<file path="config.mk">
export PLATFORM = sky130hd
export DESIGN_NAME = operand_hazard_unit
export DESIGN_NICKNAME = d
export VERILOG_FILES = /design/src/rtl/operand_hazard_unit_pkg.sv /design/src/rtl/operand_hazard_unit_stage_reg.sv /design/src/rtl/operand_hazard_unit.sv
export SDC_FILE = /design/constraint.sdc
export NUM_CORES = 1
export LEC_CHECK = 0
export BUFFER_PORTS_ARGS = -buffer_cell sky130_fd_sc_hd__buf_2
export CORE_MARGIN = 3
export CORE_UTILIZATION = 38
export CTS_BUF_LIST = sky130_fd_sc_hd__clkbuf_16
export CTS_CLUSTER_DIAMETER = 150
export DETAILED_ROUTE_END_ITERATION = 10
export PLACE_DENSITY_LB_ADDON = 0.05
export SLEW_MARGIN = 25
export SYNTH_ARGS = -nofsm -noshare
export SYNTH_HDL_FRONTEND = slang
export SYNTH_SLANG_ARGS = --single-unit
</file>
<file path="constraint.sdc">
create_clock -name clk -period 1.7 [get_ports clk]
set_clock_uncertainty 0.15 [all_clocks]
set_input_delay 0.17 -clock clk [delete_from_list [all_inputs] [get_ports clk]]
set_output_delay 0.17 -clock clk [all_outputs]
set_load 0.005 [all_outputs]
</file>
<file path="src/rtl/operand_hazard_unit_pkg.sv">
// Shared encodings for the decode-stage operand hazard unit:
// forwarding source select and the Tnew value of each instruction class.
package operand_hazard_unit_pkg;

  typedef enum logic [1:0] {
    FWD_GRF = 2'd0,
    FWD_E   = 2'd1,
    FWD_M   = 2'd2,
    FWD_W   = 2'd3
  } fwd_sel_t;

  // Cycles from E entry until the result can be forwarded.
  localparam logic [1:0] TNEW_JAL  = 2'd0;
  localparam logic [1:0] TNEW_ALU  = 2'd1;
  localparam logic [1:0] TNEW_LOAD = 2'd2;

endpackage

</file>
<file path="src/rtl/operand_hazard_unit_stage_reg.sv">
// One in-flight GRF writer record {valid, a3, tnew}, advanced every cycle.
// DEC selects whether tnew counts down (saturating) while the record is loaded.
module operand_hazard_unit_stage_reg #(
  parameter int ADDR_W = 5,
  parameter int TNEW_W = 2,
  parameter bit DEC    = 1'b1
) (
  input  logic              clk,
  input  logic              reset,
  input  logic              bubble,
  input  logic              in_valid,
  input  logic [ADDR_W-1:0] in_a3,
  input  logic [TNEW_W-1:0] in_tnew,
  output logic              valid,
  output logic [ADDR_W-1:0] a3,
  output logic [TNEW_W-1:0] tnew
);

  logic [TNEW_W-1:0] tnew_next;

  always_comb begin
    tnew_next = in_tnew;
    if (DEC && (in_tnew != '0)) tnew_next = in_tnew - TNEW_W'(1);
  end

  always_ff @(posedge clk) begin
    if (reset) begin
      valid <= 1'b0;
      a3    <= '0;
      tnew  <= '0;
    end else begin
      valid <= in_valid & ~bubble;
      a3    <= in_a3;
      tnew  <= tnew_next;
    end
  end

endmodule

</file>
<file path="src/rtl/operand_hazard_unit.sv">
// Decode-stage operand supply: tracks E/M/W writers, stalls on results not yet
// produced and forwards the youngest ready value over the GRF read data.
module operand_hazard_unit
  import operand_hazard_unit_pkg::*;
#(
  parameter int ADDR_W = 5,
  parameter int DATA_W = 32,
  parameter int TNEW_W = 2
) (
  input  logic              clk,
  input  logic              reset,
  input  logic              d_wr_en,
  input  logic [ADDR_W-1:0] d_a3,
  input  logic [TNEW_W-1:0] d_tnew,
  input  logic [ADDR_W-1:0] d_rs,
  input  logic [ADDR_W-1:0] d_rt,
  input  logic [DATA_W-1:0] grf_rd1,
  input  logic [DATA_W-1:0] grf_rd2,
  input  logic [DATA_W-1:0] fwd_e_data,
  input  logic [DATA_W-1:0] fwd_m_data,
  input  logic [DATA_W-1:0] fwd_w_data,
  output logic              stall,
  output logic [DATA_W-1:0] rs_data,
  output logic [DATA_W-1:0] rt_data,
  output logic [1:0]        fwd_sel_rs,
  output logic [1:0]        fwd_sel_rt
);

  logic              e_valid, m_valid, w_valid;
  logic [ADDR_W-1:0] e_a3, m_a3, w_a3;
  logic [TNEW_W-1:0] e_tnew, m_tnew, w_tnew;
  logic              stall_rs, stall_rt;

  operand_hazard_unit_stage_reg #(.ADDR_W(ADDR_W), .TNEW_W(TNEW_W), .DEC(1'b0)) u_e (
    .clk(clk), .reset(reset), .bubble(stall),
    .in_valid(d_wr_en && (d_a3 != '0)), .in_a3(d_a3), .in_tnew(d_tnew),
    .valid(e_valid), .a3(e_a3), .tnew(e_tnew)
  );

  operand_hazard_unit_stage_reg #(.ADDR_W(ADDR_W), .TNEW_W(TNEW_W), .DEC(1'b1)) u_m (
    .clk(clk), .reset(reset), .bubble(1'b0),
    .in_valid(e_valid), .in_a3(e_a3), .in_tnew(e_tnew),
    .valid(m_valid), .a3(m_a3), .tnew(m_tnew)
  );

  operand_hazard_unit_stage_reg #(.ADDR_W(ADDR_W), .TNEW_W(TNEW_W), .DEC(1'b1)) u_w (
    .clk(clk), .reset(reset), .bubble(1'b0),
    .in_valid(m_valid), .in_a3(m_a3), .in_tnew(m_tnew),
    .valid(w_valid), .a3(w_a3), .tnew(w_tnew)
  );

  // Youngest matching stage wins; returns {stall, select}.
  function automatic logic [2:0] resolve(input logic [ADDR_W-1:0] r);
    logic [2:0] res;
    res = {1'b0, FWD_GRF};
    if (r != '0) begin
      if (e_valid && (e_a3 == r))      res = {(e_tnew != '0), FWD_E};
      else if (m_valid && (m_a3 == r)) res = {(m_tnew != '0), FWD_M};
      else if (w_valid && (w_a3 == r)) res = {(w_tnew != '0), FWD_W};
    end
    return res;
  endfunction

  always_comb begin
    {stall_rs, fwd_sel_rs} = resolve(d_rs);
    {stall_rt, fwd_sel_rt} = resolve(d_rt);
    stall = stall_rs | stall_rt;
  end

  always_comb begin
    rs_data = grf_rd1;
    case (fwd_sel_rs)
      FWD_E:   rs_data = fwd_e_data;
      FWD_M:   rs_data = fwd_m_data;
      FWD_W:   rs_data = fwd_w_data;
      default: rs_data = grf_rd1;
    endcase
  end

  always_comb begin
    rt_data = grf_rd2;
    case (fwd_sel_rt)
      FWD_E:   rt_data = fwd_e_data;
      FWD_M:   rt_data = fwd_m_data;
      FWD_W:   rt_data = fwd_w_data;
      default: rt_data = grf_rd2;
    endcase
  end

endmodule

</file>
==> results.json, run 1 <==
{
  "cp.depth": 7,
  "r2r_slack_ps": -350,
  "portBuffers": 248,
  "die_h_microns": 102,
  "h-tree-depth": 1,
  "maxCapViolations": 0,
  "synth_cells": 477,
  "ys_types": 48,
  "synth_nets": 657,
  "max_freq_mhz": 405,
  "dp_cells": 856,
  "drive_gt1_share_pct": 60.5,
  "yosys-top-cells-area": "dfxtp_1 (14%), a221oi_2 (13%), a32oi_1 (7.9%)",
  "clk_transition_reported_paths_ps": 60,
  "cts_made_buffers": 3,
  "crit_path_top_delay_cell": "or3b_4",
  "gp_congestion": 1.02,
  "area_delta_synth_final_pct": 86.2,
  "tightest_slew_ps": 413,
  "core-area_sq_um": 8850,
  "ios": 249,
  "drt-pass1-iter-count": 5,
  "dieArea_sq_um": 10500,
  "dp_slack_ps": -566,
  "max-vdd-ir-drop_mv": 0.686,
  "clk_path_buf_depth": 2,
  "die_w_microns": 102,
  "critPathArrivalTime_ps": 2150,
  "met2_usage_pct": 57.7,
  "drc": 0,
  "synth.avg_cell_area_sq_um": 7.39,
  "whs_ps": 116,
  "drt_iter0_markers": 261,
  "relSlewSlack_pct": 72.5,
  "synth-edff-count": 0,
  "design_area_sq_um": 6570,
  "cts_tree": "done",
  "ys_seq_area_share_pct": 13.6,
  "diodes": 0,
  "clock_latency_ps": 260,
  "routedWlPerCell_microns": 21.3,
  "setup_viol": 70,
  "tns_ps": -48440,
  "grt_setup_unrepaired": "yes",
  "r2r_cells": 7,
  "hpwl_mm": 13.3,
  "initial_core_util_pct": 39.9,
  "grt_start_max_net_pins": 36,
  "synth_ff_type": "dfxtp_1",
  "cp_data_required_time_ps": 1380,
  "drv_slew": 0,
  "p_leak_nw": 2.97,
  "netlist_area_sq_um": 3530,
  "critical_path_class": "flip-flop to output pin",
  "final_cells": 887,
  "drt-total-wl_mm": 18.9,
  "crit_fanout": 13,
  "critPathBufInv": 2,
  "grt_pass1_vias": 5176,
  "crit_chain": "xor2_2 -> or3b_4 -> o2bb2ai_4 -> o21ai_4 -> buf_12 -> a221oi_4 -> buf_2",
  "critPathCaptureType": "output pin",
  "worst_slack_ps": -769,
  "fin_crit_sh_pct": 145,
  "viasPerCell": 6.05,
  "yosys_warnings": 0,
  "use_met1_pct": 37.9,
  "ys_seq_elements": 24,
  "grt_pass1_wl_mm": 26.1,
  "nets": 960,
  "gr-max-usage-layer": "met2",
  "hold_viol_final": 0,
  "synth.largest_area_cell": "dfxtp_1",
  "fill_cells": 695,
  "hp-class": "input pin to flip-flop",
  "cpPeakStageDelay_ps": 450,
  "outcome": "finished with violations",
  "violations": "setup timing",
  "clkSinkCount": 24,
  "met3_usage_pct": 3.28,
  "drt.antenna.violating_nets": 0,
  "antenna_found_initial": 0,
  "hold_depth": 4,
  "placed_area_sq_um": 5640,
  "vias": 5365,
  "worstSetupStartpointType": "flip-flop",
  "grt_overflow": 0,
  "cts-root-buf": "clkbuf_16",
  "synth_top_cell_area_share_pct": 13.6,
  "synth-async-reset-ratio_pct": 0,
  "period_needed_ps": 2470,
  "placementRows": 34,
  "p_per_area_nw_per_um2": 322,
  "grtUsageTotal_pct": 31.4,
  "crit_family": "compound AO/OA/AOI/OAI gates"
}
==> area by class of cell <==
type | count | area, sq um | area share [%]
repair buffers | 345 | 2430 | 37.0
clock inverters | 1 | 3.75 | 0.0572
flip-flops and latches | 24 | 498 | 7.58
inverters | 64 | 240 | 3.66
clock buffers | 3 | 75.1 | 1.14
well taps | 108 | 135 | 2.06
multi-input cells | 342 | 3190 | 48.5
==> cells by family after synthesis <==
| kind of cell | Yosys count | share of synthesized area [%] |
|---|---|---|
| flops | 24 | 13.6 |
| buf+inv | 111 | 14.0 |
| compound gates | 176 | 43.3 |
| xor+xnor | 30 | 7.45 |
| simple gates | 136 | 21.6 |
==> registers in the layout, indices dropped and copies added (netlist names) <==
name and cells:
u_e.a3 5, u_m.a3 5, u_w.a3 5, u_e.tnew 2, u_m.tnew 2, u_w.tnew 2
u_e.valid 1, u_m.valid 1, u_w.valid 1
==> placed cells by master (no fill, tap or decap), drive strengths merged, types with 11 or more instances in the layout <==
cell	synthesis	final
buf	31	333
inv	64	64
nand3	38	38
nor3	36	36
o211ai	34	34
a221oi	32	32
a32oi	32	32
o22ai	32	32
a21oi	31	31
dfxtp	24	24
nor2b	22	22
xnor2	19	19
xor2	11	11
==> metal layers <==
layer | vias up | wire [microns]
li1 | 2428 | -
met1 | 2544 | 7090
met2 | 325 | 9620
met3 | 68 | 1440
met4 | 0 | 760
met5 | - | 0
==> through the flow <==
step	util (%)	power, mW
floorplan	-	0.960
global placement	63.7	1.45
detailed placement	63.7	1.47
CTS	67.6	2.01
global route	74.2	2.21
finish	74.2	2.12
==> report_power, final <==
part / internal [mW] / switching, mW / total [mW]
logic: 0.519 / 0.471 / 0.990
registers: 0.585 / 0.0262 / 0.611
clock network: 0.315 / 0.200 / 0.515
==> path summary, 6_finish.rpt <==
check | startpoint | endpoint
setup reg to reg | u_m.a3[0]$_SDFF_PP0_ | u_e.valid$_SDFF_PP0_
hold / removal | d_wr_en | u_e.valid$_SDFF_PP0_
setup / recovery | u_m.a3[1]$_SDFF_PP0_ | rs_data[3]
hold reg to reg | u_e.tnew[0]$_SDFF_PP0_ | u_m.tnew[0]$_SDFF_PP0_
==> what timing repair did <==
action | in CTS | in global routing
pin swaps | 11 | 18
cloned | 1 | 6
gates resized for setup | 23 | 63
setup buffers | 4 | 9
hold buffers | 7 | 0
endpoints found under the hold margin | 7 | 0
setup endpoints to repair | 70 | 70
==> tightest hold or removal path, stage by stage <==
cell,delay (ps)
buf_2,90
nor2b_1,110
o21ai_0,60
a211oi_1,50
==> cells in the mapped netlist (3+ instances only) <==
master     n
a21oi_1   31
a221oi_2  30
a32oi_1   32
and2_1     3
buf_2     23
buf_6      6
clkbuf_1  16
dfxtp_1   24
inv_1     64
nand2_1    9
nand3_1   37
nor2_1     6
nor2b_1   22
nor3_1    36
nor3b_1    3
o211ai_1  32
o21ai_0    3
o22ai_1   32
or4_1      6
xnor2_1   19
xor2_1    11
Note: power is estimated with default switching activity, not from simulation.
==> inputs of run 2 (changes only) <==
- CORE_MARGIN: 3 -> 2
- SKIP_LAST_GASP: default -> 1
==> results.json, run 2 (synthesis gave the netlist of run 1 again) <==
{
  "grt_start_max_net_pins": 27,
  "diodes": 0,
  "ios": 249,
  "p_per_area_nw_per_um2": 306,
  "violations": "setup timing",
  "setup_viol": 70,
  "critPathCaptureType": "output pin",
  "initial_core_util_pct": 38.7,
  "dp_cells": 847,
  "cts_made_buffers": 3,
  "drt.antenna.violating_nets": 0,
  "grt_setup_unrepaired": "yes",
  "startpoint": "u_m.a3[1]$_SDFF_PP0_",
  "r2r_slack_ps": -230,
  "antenna_found_initial": 0,
  "drt-total-wl_mm": 18.1,
  "routedWlPerCell_microns": 20.4,
  "design_area_sq_um": 6820,
  "endpoint": "rt_data[15]",
  "cts-root-buf": "clkbuf_16",
  "worstSetupStartpointType": "flip-flop",
  "placed_area_sq_um": 5450,
  "outcome": "finished with violations",
  "clk_path_buf_depth": 2,
  "clk_transition_reported_paths_ps": 50,
  "grt_pass1_vias": 5212,
  "r2r-end": "u_e.valid$_SDFF_PP0_",
  "cp_data_required_time_ps": 1380,
  "fin_crit_sh_pct": 146,
  "period_needed_ps": 2490,
  "cts_tree": "done",
  "tightest_slew_ps": 519,
  "nets": 957,
  "gp_congestion": 0.980,
  "die_h_microns": 100,
  "drt_iter0_markers": 257,
  "drc": 0,
  "grt_pass1_wl_mm": 25.5,
  "critPathArrivalTime_ps": 2170,
  "layout_commonest_cell": "buf_2",
  "grt_overflow": 0,
  "grtUsageTotal_pct": 31.4,
  "critical_path_class": "flip-flop to output pin",
  "relSlewSlack_pct": 65.1,
  "h-tree-depth": 1,
  "portBuffers": 248,
  "vias": 5331,
  "layout_common_cells": "buf_2 (248), inv_1 (64), buf_4 (34)",
  "clkSinkCount": 24,
  "hpwl_mm": 12.7,
  "maxCapViolations": 0,
  "hold_viol_final": 0,
  "largestRegisters": "u_e.a3 (5), u_m.a3 (5), u_w.a3 (5)",
  "r2r-start": "u_e.a3[3]$_SDFF_PP0_",
  "drt-pass1-iter-count": 5,
  "dieArea_sq_um": 10100,
  "placementRows": 35,
  "tns_ps": -49150,
  "max-vdd-ir-drop_mv": 0.784,
  "core-area_sq_um": 9110,
  "area_delta_synth_final_pct": 93.4,
  "worst_slack_ps": -786,
  "r2r_cells": 9,
  "hp-class": "input pin to flip-flop",
  "crit_fanout": 7,
  "clock_latency_ps": 260,
  "p_leak_nw": 2.95,
  "final_cells": 886,
  "max_freq_mhz": 402,
  "drv_slew": 0,
  "viasPerCell": 6.02,
  "drive_gt1_share_pct": 64.8,
  "die_w_microns": 100
}
-- run 2: area by class of cell --
type / count / area, sq um
Multi-Input combinational cell: 342 / 3460
Timing Repair Buffer: 342 / 2410
Fill cell: 655 / 2290
Sequential cell: 24 / 498
Inverter: 64 / 240
Tap cell: 111 / 139
Clock buffer: 3 / 75.1
-- run 2: power by group --
group / internal, mW / switching [mW]
logic: 0.503 / 0.474
clock network: 0.311 / 0.187
registers: 0.585 / 0.0252
total: 1.40 / 0.686
-- run 2: layer usage --
layer / part of all wire [%] / GRT usage (%) / vias up / wire length, microns
met5: 0 / 0 / - / 0
met4: 4.1 / 13.9 / 0 / 750
met3: 6.7 / 2.86 / 67 / 1220
met2: 52 / 57.2 / 289 / 9320
met1: 38 / 37.2 / 2544 / 6790
li1: - / - / 2431 / -
-- run 2: timing repair --
action | 4_1_cts | 5_1_grt
endpoints found under the setup margin | 70 | 70
pin swaps | 52 | 68
gates cloned | 3 | 6
buffers inserted | 16 | 9
hold buffers | 7 | 0
gates resized for setup | 75 | 90
endpoints found under the hold margin | 7 | 0
-- run 2: worst min path at each step --
| stage | end | depth (start not counted) | slack (ps) | from |
|---|---|---|---|---|
| after CTS | u_e.valid$_SDFF_PP0_ | 4 | 120 | d_wr_en |
| after global routing | u_e.valid$_SDFF_PP0_ | 4 | 170 | d_wr_en |
| final | u_e.valid$_SDFF_PP0_ | 4 | 130 | d_wr_en |
| after detailed placement | u_e.tnew[0]$_SDFF_PP0_ | 2 | 230 | d_tnew[0] |
| after floorplan | u_m.a3[4]$_SDFF_PP0_ | 1 | 90 | reset |
| after global placement | u_e.tnew[0]$_SDFF_PP0_ | 2 | 230 | d_tnew[0] |
-- run 2: metrics by stage --
stage	power (mW)	utilization [%]	hold WS, ps	worst slack [ps]
CTS	2.00	68.0	123	-744
global route	2.18	74.9	172	-838
detailed placement	1.43	59.9	234	-533
global placement	1.43	59.9	227	-487
finish	2.09	74.9	135	-786
floorplan	0.960	-	91.6	-181
-- run 2: critical path: stages (launching register included) --
cell and delay (ps):
dfxtp_2 330, buf_6 120, xnor2_4 150, and3_4 210, a211oi_4 280, buf_6 180, buf_12 140, nand3_1 80
a32oi_1 250, buf_2 160
